**src/rtl/bist_pkg.sv**
```systemverilog
// Shared types for the BIST march controller and its datapath.
// Pure declarations: no logic, no latency, no flow control.
package bist_pkg;

    localparam int DEF_ADDR_W = 4;
    localparam int DEF_DATA_W = 8;

    typedef enum logic [2:0] {
        M_IDLE,
        M_W0_UP,
        M_R0W1_UP,
        M_R1W0_UP,
        M_R0W1_DN,
        M_R1W0_DN,
        M_R0_DN,
        M_DONE
    } march_state_t;

    typedef struct packed {
        logic [DEF_ADDR_W-1:0] addr;
        logic [DEF_DATA_W-1:0] data;
    } fail_entry_t;

endpackage

```
**src/rtl/bist_fail_fifo.sv**
```systemverilog
// Generic sync FIFO for the fail log; head is visible the cycle after push.
// Push while full is dropped (drop pulses) unless a pop happens in the same cycle.
module bist_fail_fifo #(
    parameter int WIDTH = 12,
    parameter int DEPTH = 4
) (
    input  logic             clk,
    input  logic             rst,
    input  logic             push,
    input  logic [WIDTH-1:0] push_dat,
    input  logic             pop,
    output logic             head_vld,
    output logic [WIDTH-1:0] head_dat,
    output logic             drop
);

    localparam int AW = (DEPTH > 1) ? $clog2(DEPTH) : 1;
    localparam logic [AW:0] FULL_CNT = (AW+1)'(DEPTH);

    logic [WIDTH-1:0] mem [DEPTH];
    logic [AW-1:0]    wr_ptr;
    logic [AW-1:0]    rd_ptr;
    logic [AW:0]      cnt;
    logic             full;
    logic             do_pop;
    logic             do_push;

    assign full     = (cnt == FULL_CNT);
    assign head_vld = (cnt != '0);
    assign head_dat = mem[rd_ptr];
    assign do_pop   = pop & head_vld;
    // A pop frees the slot the same cycle, so a full log can still accept.
    assign do_push  = push & (~full | do_pop);
    assign drop     = push & full & ~do_pop;

    always_ff @(posedge clk or posedge rst) begin
        if (rst) begin
            wr_ptr <= '0;
            rd_ptr <= '0;
            cnt    <= '0;
            for (int i = 0; i < DEPTH; i++) begin
                mem[i] <= '0;
            end
        end else begin
            if (do_push) begin
                mem[wr_ptr] <= push_dat;
                wr_ptr      <= wr_ptr + AW'(1);
            end
            if (do_pop) begin
                rd_ptr <= rd_ptr + AW'(1);
            end
            case ({do_push, do_pop})
                2'b10:   cnt <= cnt + (AW+1)'(1);
                2'b01:   cnt <= cnt - (AW+1)'(1);
                default: cnt <= cnt;
            endcase
        end
    end

endmodule

```
**src/rtl/bist_datapath.sv**
```systemverilog
// BIST datapath: address counter, memory strobes, read-compare pipeline and fail log.
// Compare result lands RD_LAT+1 cycles after mem_re; fail log drained by fail_valid/fail_ready.
module bist_datapath
    import bist_pkg::*;
#(
    parameter int ADDR_W    = DEF_ADDR_W,
    parameter int DATA_W    = DEF_DATA_W,
    parameter int RD_LAT    = 1,
    parameter int LOG_DEPTH = 4
) (
    input  logic              clk,
    input  logic              rst,
    input  logic              reset,
    input  logic              preset,
    input  logic              en,
    input  logic              up_down,
    input  logic              out,
    input  logic              read,
    input  logic              write,
    output logic              carry,
    output logic              is_equal,
    output logic [ADDR_W-1:0] mem_addr,
    output logic [DATA_W-1:0] mem_wdata,
    output logic              mem_we,
    output logic              mem_re,
    input  logic [DATA_W-1:0] mem_rdata,
    output logic              fail_valid,
    input  logic              fail_ready,
    output logic [ADDR_W-1:0] fail_addr,
    output logic [DATA_W-1:0] fail_data,
    output logic              fail_overflow,
    output logic [7:0]        fail_count
);

    typedef struct packed {
        logic              vld;
        logic [ADDR_W-1:0] addr;
        logic [DATA_W-1:0] expd;
    } cmp_stage_t;

    logic [ADDR_W-1:0]        cnt;
    logic [DATA_W-1:0]        bg;
    cmp_stage_t               pipe [RD_LAT];
    cmp_stage_t               tail;
    logic                     mismatch;
    logic                     log_drop;
    logic [ADDR_W+DATA_W-1:0] head_dat;

    assign bg        = {DATA_W{out}};
    assign mem_addr  = cnt;
    assign mem_wdata = bg;
    assign mem_we    = write & ~reset;
    assign mem_re    = read & ~write & ~reset;
    assign carry     = en & (up_down ? (&cnt) : ~(|cnt));

    always_ff @(posedge clk or posedge rst) begin
        if (rst) begin
            cnt <= '0;
        end else if (reset) begin
            cnt <= '0;
        end else if (preset) begin
            cnt <= '1;
        end else if (en) begin
            cnt <= up_down ? cnt + ADDR_W'(1) : cnt - ADDR_W'(1);
        end
    end

    // Sync reset only clears the counter; reads already issued still get compared.
    always_ff @(posedge clk or posedge rst) begin
        if (rst) begin
            for (int i = 0; i < RD_LAT; i++) begin
                pipe[i] <= '0;
            end
        end else begin
            pipe[0] <= '{vld: mem_re, addr: cnt, expd: bg};
            for (int i = 1; i < RD_LAT; i++) begin
                pipe[i] <= pipe[i-1];
            end
        end
    end

    assign tail     = pipe[RD_LAT-1];
    assign mismatch = tail.vld & (mem_rdata != tail.expd);

    always_ff @(posedge clk or posedge rst) begin
        if (rst) begin
            is_equal      <= 1'b1;
            fail_count    <= '0;
            fail_overflow <= 1'b0;
        end else begin
            if (tail.vld) begin
                is_equal <= (mem_rdata == tail.expd);
            end
            if (mismatch && (fail_count != 8'hFF)) begin
                fail_count <= fail_count + 8'd1;
            end
            if (log_drop) begin
                fail_overflow <= 1'b1;
            end
        end
    end

    bist_fail_fifo #(
        .WIDTH (ADDR_W + DATA_W),
        .DEPTH (LOG_DEPTH)
    ) u_fail_log (
        .clk      (clk),
        .rst      (rst),
        .push     (mismatch),
        .push_dat ({tail.addr, mem_rdata}),
        .pop      (fail_ready),
        .head_vld (fail_valid),
        .head_dat (head_dat),
        .drop     (log_drop)
    );

    assign fail_addr = head_dat[ADDR_W+DATA_W-1:DATA_W];
    assign fail_data = head_dat[DATA_W-1:0];

endmodule

```
**config.mk**
```make
export PLATFORM = sky130hd
export DESIGN_NAME = bist_datapath
export DESIGN_NICKNAME = d
export VERILOG_FILES = /design/src/rtl/bist_pkg.sv /design/src/rtl/bist_fail_fifo.sv /design/src/rtl/bist_datapath.sv
export SDC_FILE = /design/constraint.sdc
export NUM_CORES = 1
export LEC_CHECK = 0
export BUFFER_PORTS_ARGS = -buffer_cell sky130_fd_sc_hd__buf_2
export CORE_UTILIZATION = 55
export DETAILED_ROUTE_END_ITERATION = 6
export PLACE_DENSITY = 0.88
export SLEW_MARGIN = 20
export SYNTH_ARGS = -nofsm -noshare
export SYNTH_HDL_FRONTEND = slang
export SYNTH_SLANG_ARGS = --single-unit
```
**constraint.sdc**
```tcl
create_clock -name clk -period 3.2 [get_ports clk]
set_clock_uncertainty 0.2 [all_clocks]
set_input_delay 0.64 -clock clk [delete_from_list [all_inputs] [get_ports clk]]
set_output_delay 0.64 -clock clk [all_outputs]
set_load 0.02 [all_outputs]
```
Yosys cells after proc, flatten, opt, wreduce, memory -nomap -nowiden
Cells that the tools add are included.
{"block": "totals", "ff_bits": 75, "out_inout_bits": 38, "inputBits": 18, "elab_cells": 66}
{"block": "op_classes", "n_lt_le_gt_ge": 3, "mux": 12, "n_reduce_logical": 7, "eq_ne": 6, "add_sub_neg": 7, "n_bitwise": 17}
{"operator": "$bwmux 48", "count": 1}
{"operator": "$mux 12", "count": 3}
{"operator": "$bmux 12 s2", "count": 1}
{"operator": "$demux 12 s2", "count": 1}
{"operator": "$mux 4", "count": 4}
{"operator": "$and 1x1->1", "count": 9}
{"operator": "$add 8x1->8 const B", "count": 1}
{"operator": "$eq 8x8->1", "count": 1}
{"operator": "$ne 8x8->1", "count": 1}
{"operator": "$ne 8x8->1 const B", "count": 1}
{"operator": "$ge 3x3->1 const B", "count": 2}
{"operator": "$not 2->3", "count": 2}
{"operator": "$pmux 3 s2", "count": 1}
{"operator": "$reduce_bool 3->1", "count": 2}
{"operator": "$not 1->1", "count": 5}
{"operator": "$add 2x1->2 const B", "count": 2}
{"operator": "$add 4x1->4 const B", "count": 1}
{"operator": "$reduce_and 4->1", "count": 1}
{"operator": "$reduce_or 4->1", "count": 1}
{"operator": "$sub 4x1->4 const B", "count": 1}
{"operator": "$add 3x1->3 const B", "count": 1}
{"operator": "$eq 3x3->1 const B", "count": 1}
{"operator": "$lt 3x1->1 const B", "count": 1}
{"operator": "$sub 3x1->3 const B", "count": 1}
{"operator": "6 further kinds", "count": 7}

Longest topological paths before layout
{"block": "logic_depth", "word_depth": 6, "depth_mapped": 11, "ltp_nobuf": 10}

Modules after synthesis
A second synthesis with hierarchy kept.
{"block": "hier_totals", "cells_unflattened": 258, "hier_area_um2": 3587.2}
{"mod": "bist_fail_fifo", "area_each_um2": 2504.9, "cells_per_inst": 156, "seq_area_each_um2": 1376.3, "n_inst": 1}
{"mod": "bist_datapath", "area_each_um2": 1082.3, "cells_per_inst": 102, "seq_area_each_um2": 501.7, "n_inst": 1}

Worst setup path before layout
Ideal clock, no wire load.
{"block": "synth_timing", "path_type": "input port to flip-flop", "start": "input port mem_rdata[5]", "end": "register u_fail_log.cnt[2]", "t_required_ps": 2921, "arrival_time_ps": 2822, "path_stages": 11, "setup_time_ps": 79, "path_slack_ps": 99, "n_path_buf": 1, "path_cell_list": "or4_4 nor4_4 buf_6 nor3_1 inv_1 ha_1 inv_1 fa_1 xor2_1 nor2_1 xor2_1"}
{"block": "synth_between", "elab_chain_len": 5, "word_cells_on_any_way": 7, "cone_classes": "eq/ne (3); mux (1); bitwise (2); reduce/logical (1)"}
{"item": "start: declaration", "line_no": "bist_datapath.sv:26", "text": "input logic [DATA_W-1:0] mem_rdata,"}
{"item": "$ne 8x8->1 *", "line_no": "bist_datapath.sv:83", "text": "assign mismatch = tail.vld & (mem_rdata != tail.expd);"}
{"item": "$and 1x1->1 *", "line_no": "bist_datapath.sv:83"}
{"item": "$and 1x1->1 *", "line_no": "bist_fail_fifo.sv:33", "text": "assign do_push = push & (~full | do_pop);"}
{"item": "$eq 2x1->1 or $eq 2x2->1 (tied branches)", "line_no": "bist_fail_fifo.sv:52", "text": "case ({do_push, do_pop})"}
{"item": "$pmux 3 s2 or $reduce_bool 2->1 (tied branches)"}
{"item": "end signal: assignment", "line_no": "bist_fail_fifo.sv:53", "text": "2'b10: cnt <= cnt + (AW+1)'(1);"}
{"item": "end signal: assignment", "line_no": "bist_fail_fifo.sv:54", "text": "2'b01: cnt <= cnt - (AW+1)'(1);"}
{"item": "end signal: assignment", "line_no": "bist_fail_fifo.sv:55", "text": "default: cnt <= cnt;"}
{"item": "end: declaration", "line_no": "bist_fail_fifo.sv:23", "text": "logic [AW:0] cnt;"}
Mark *: on every way between the ends. The rest lies on a longest branch, timed or not.
A chain may end at the register's enable or synchronous reset.

Final worst setup path
Ends and elaborated chain as after synthesis.

==> impl_metrics.csv <==
group,metric,value,unit
status,status,"finished, final reports clean",
global_routing,grt_pass1_vias,2344,
drt,routedWlPerCell,17.2,um
layout,final_cell_area,4170,um^2
timing,fmax,0.359,GHz
timing,slew_violations,0,
clocking,htreeDepth,3,
drt,drtPass1Iterations,4,
global_routing,overflow,0,
die,start_util,0.571,
synthesis,synth_cell_types,42,
clocking,cts_tree,"done",
synthesis,syn-num-nets,289,
placed_design,io_buffers,55,
power_and_ir_drop,leakagePower,1.96,nW
clocking,postCtsHoldBufs,0,
synthesis,synth_area,3630,um^2
placed_design,dp.final_hpwl,4.86,mm
timing,rsz0062_at_grt,"no",
layout,fin_nets,345,
critical_path,critPathMaxStageDelay,0.56,ns
clocking,cts.path.max_buffers,2,
critical_path,startpoint_type,"input port",
power_and_ir_drop,peakVddDrop,554,uV
critical_path,worstPathRequired,3.26,ns
critical_path,crit_path_end_kind,"flop",
timing,layout_min_cycle_time,2.78,ns
layout,syn2layout_area_growth,15.0,%
clocking,cts_setup_buffers,0,
clocking,root_buffer,"clkbuf_8",
placed_design,placedInstanceArea,3950,um^2
critical_path,cp_slowest_cell,"or4_4",
synthesis,ys_warn_count,0,
placed_design,place.gp.congestion,0.754,
power_and_ir_drop,p_per_area,932,nW/um^2
timing,setup_violations,0,
synthesis,synth-seq-area-share,0.518,
die,die_w,83.2,um
clocking,numCtsBuffers,9,
critical_path,crit_buf_inv,3,
layout,final_cell_mix,"dfrtp_1 (74), buf_2 (55), mux2_2 (42)",
global_routing,grt_first_pass_wirelength,11.6,mm
power_and_ir_drop,finalPower,3.89,mW
die,dieArea,6930,um^2
timing,fin_tns_setup,0,ns
die,num_rows,29,
global_routing,antenna_found_initial,1,
synthesis,synth-async-reset-ratio,1.00,
die,die_h,83.2,um
die,core,6350,um^2
clocking,clock-sinks,75,
drt,drt-total-wl,6.88,mm
job,max_cap_viol_count,0,
drt,vias_per_cell,5.61,
synthesis,synth_cells,261,
layout,finalCoreUtilization,0.657,
clocking,cts-resized-gates,0,
critical_path,path_delay_family,"simple AND/OR/NAND/NOR gates",
global_routing,grt_use_total,0.220,
die,ios,56,
synthesis,synth-edff-count,0,
critical_path,crit_chain,"buf_2, or4_4, nor4_4, nor3_1, inv_1, ha_1, inv_1, fa_1, xor2_1, nor2_1, xor2_1",
clocking,clk_latency,0.34,ns
timing,hold_viol,0,
critical_path,worstPathArrival,2.85,ns
clocking,clkTransAtPathRegs,0.08,ns
drt,drc,0,
critical_path,critical_path.max_fanout,6,
layout,final_common_cell,"dfrtp_1",
synthesis,synth_area_per_cell,13.9,um^2
layout,diodes,0,
drt,vias,2238,
drt,drtIter0Drc,105,
synthesis,yosys_most_used_dff,"dfrtp_1",
timing,fin_crit_sh,0.870,
global_routing,grt_max_degree,55,
drt,antenna_left,0,
layout,layout-drive-gt1-share,0.475,
critical_path,critPathKind,"input port to flop",
timing,relSlewSlack,0.396,
synthesis,ys_seq_elements,75,
worst_hold_path,hold_class,"input port to asynchronous set/reset pin",
timing,worst_pin_slew,0.903,ns
## cell type report
| type | count | area (um^2) |
|---|---|---|
| Timing Repair Buffer | 64 | 355 |
| Multi-Input combinational cell | 159 | 1590 |
| Clock inverter | 4 | 73.8 |
| Clock buffer | 12 | 145 |
| Sequential cell | 75 | 1880 |
| Inverter | 8 | 30.0 |
| Fill cell | 473 | 2180 |
| Tap cell | 77 | 96.3 |
## per-layer routing
layer / part of all wire / global-route usage / vias up
met5: 0 / 0 / -
met4: 0.012 / 0.0925 / 0
met3: 0.041 / 0.0437 / 8
met2: 0.52 / 0.385 / 57
met1: 0.42 / 0.264 / 1136
li1: - / - / 1037
## power breakdown
group / leakage, nW / internal [mW] / switching (mW)
logic: 0.914 / 0.777 / 0.673
registers: 0.932 / 1.34 / 0.303
clock network: 0.111 / 0.461 / 0.335
total: 1.96 / 2.58 / 1.31
## cells by family after synthesis
kind of cell	after synthesis	synth area share
mux	65	0.249
compound gates	9	0.0152
simple gates	62	0.103
buf+inv	27	0.0448
fa+ha+maj	10	0.0386
flops	75	0.518
xor+xnor	13	0.0314
## per-stage QoR
step	instances	setup WS, ns	hold slack, ns
final	399	0.415	0.110
after global routing	399	0.260	0.138
after CTS	399	0.413	0.115
after detailed placement	383	0.0612	0.241
after global placement	383	0.122	0.237
after floorplan	261	0.0993	0.260
## path summary, 6_finish.rpt
check | from | to | slack, ns | cells past startpoint
worst max-delay path | mem_rdata[5] | u_fail_log.cnt[2]$_DFFE_PP0P_ | 0.42 | 11
worst min-delay path | rst | fail_count[7]$_DFFE_PP0P_ | 0.11 | 2
worst max register to register | u_fail_log.cnt[0]$_DFFE_PP0P_ | u_fail_log.cnt[2]$_DFFE_PP0P_ | 0.64 | 9
worst min register to register | fail_overflow$_DFFE_PP0P_ | fail_overflow$_DFFE_PP0P_ | 0.25 | 1
max in group asynchronous | rst | u_fail_log.mem[46]$_DFFE_PP0P_ | 2.05 | 3
min in group clk | fail_overflow$_DFFE_PP0P_ | fail_overflow$_DFFE_PP0P_ | 0.25 | 1
## synthesized netlist by cell type, drive strengths merged (3+ instances only)
master	number	area (um^2)
nor3	11	81.3
dfrtp	74	1850
inv	8	30.0
clkbuf	4	15.0
mux4	12	270
nor4b	3	26.3
nor4	5	46.3
a21oi	3	15.0
or3	4	25.0
xnor2	4	35.0
nand2	11	41.3
mux2	52	623
nand3	5	25.0
ha	8	100
buf	15	118
nor2	10	37.5
xor2	9	78.8
## sequential cells by signal, summed over array words and instances, names as in the netlist
signal and flops:
u_fail_log.rd_ptr 2, fail_overflow 1, pipe 6, fail_count 8, u_fail_log.mem 48, u_fail_log.cnt 3, is_equal 1, u_fail_log.wr_ptr 2
mem_addr 4
Power figures use the tool's default switching activity.
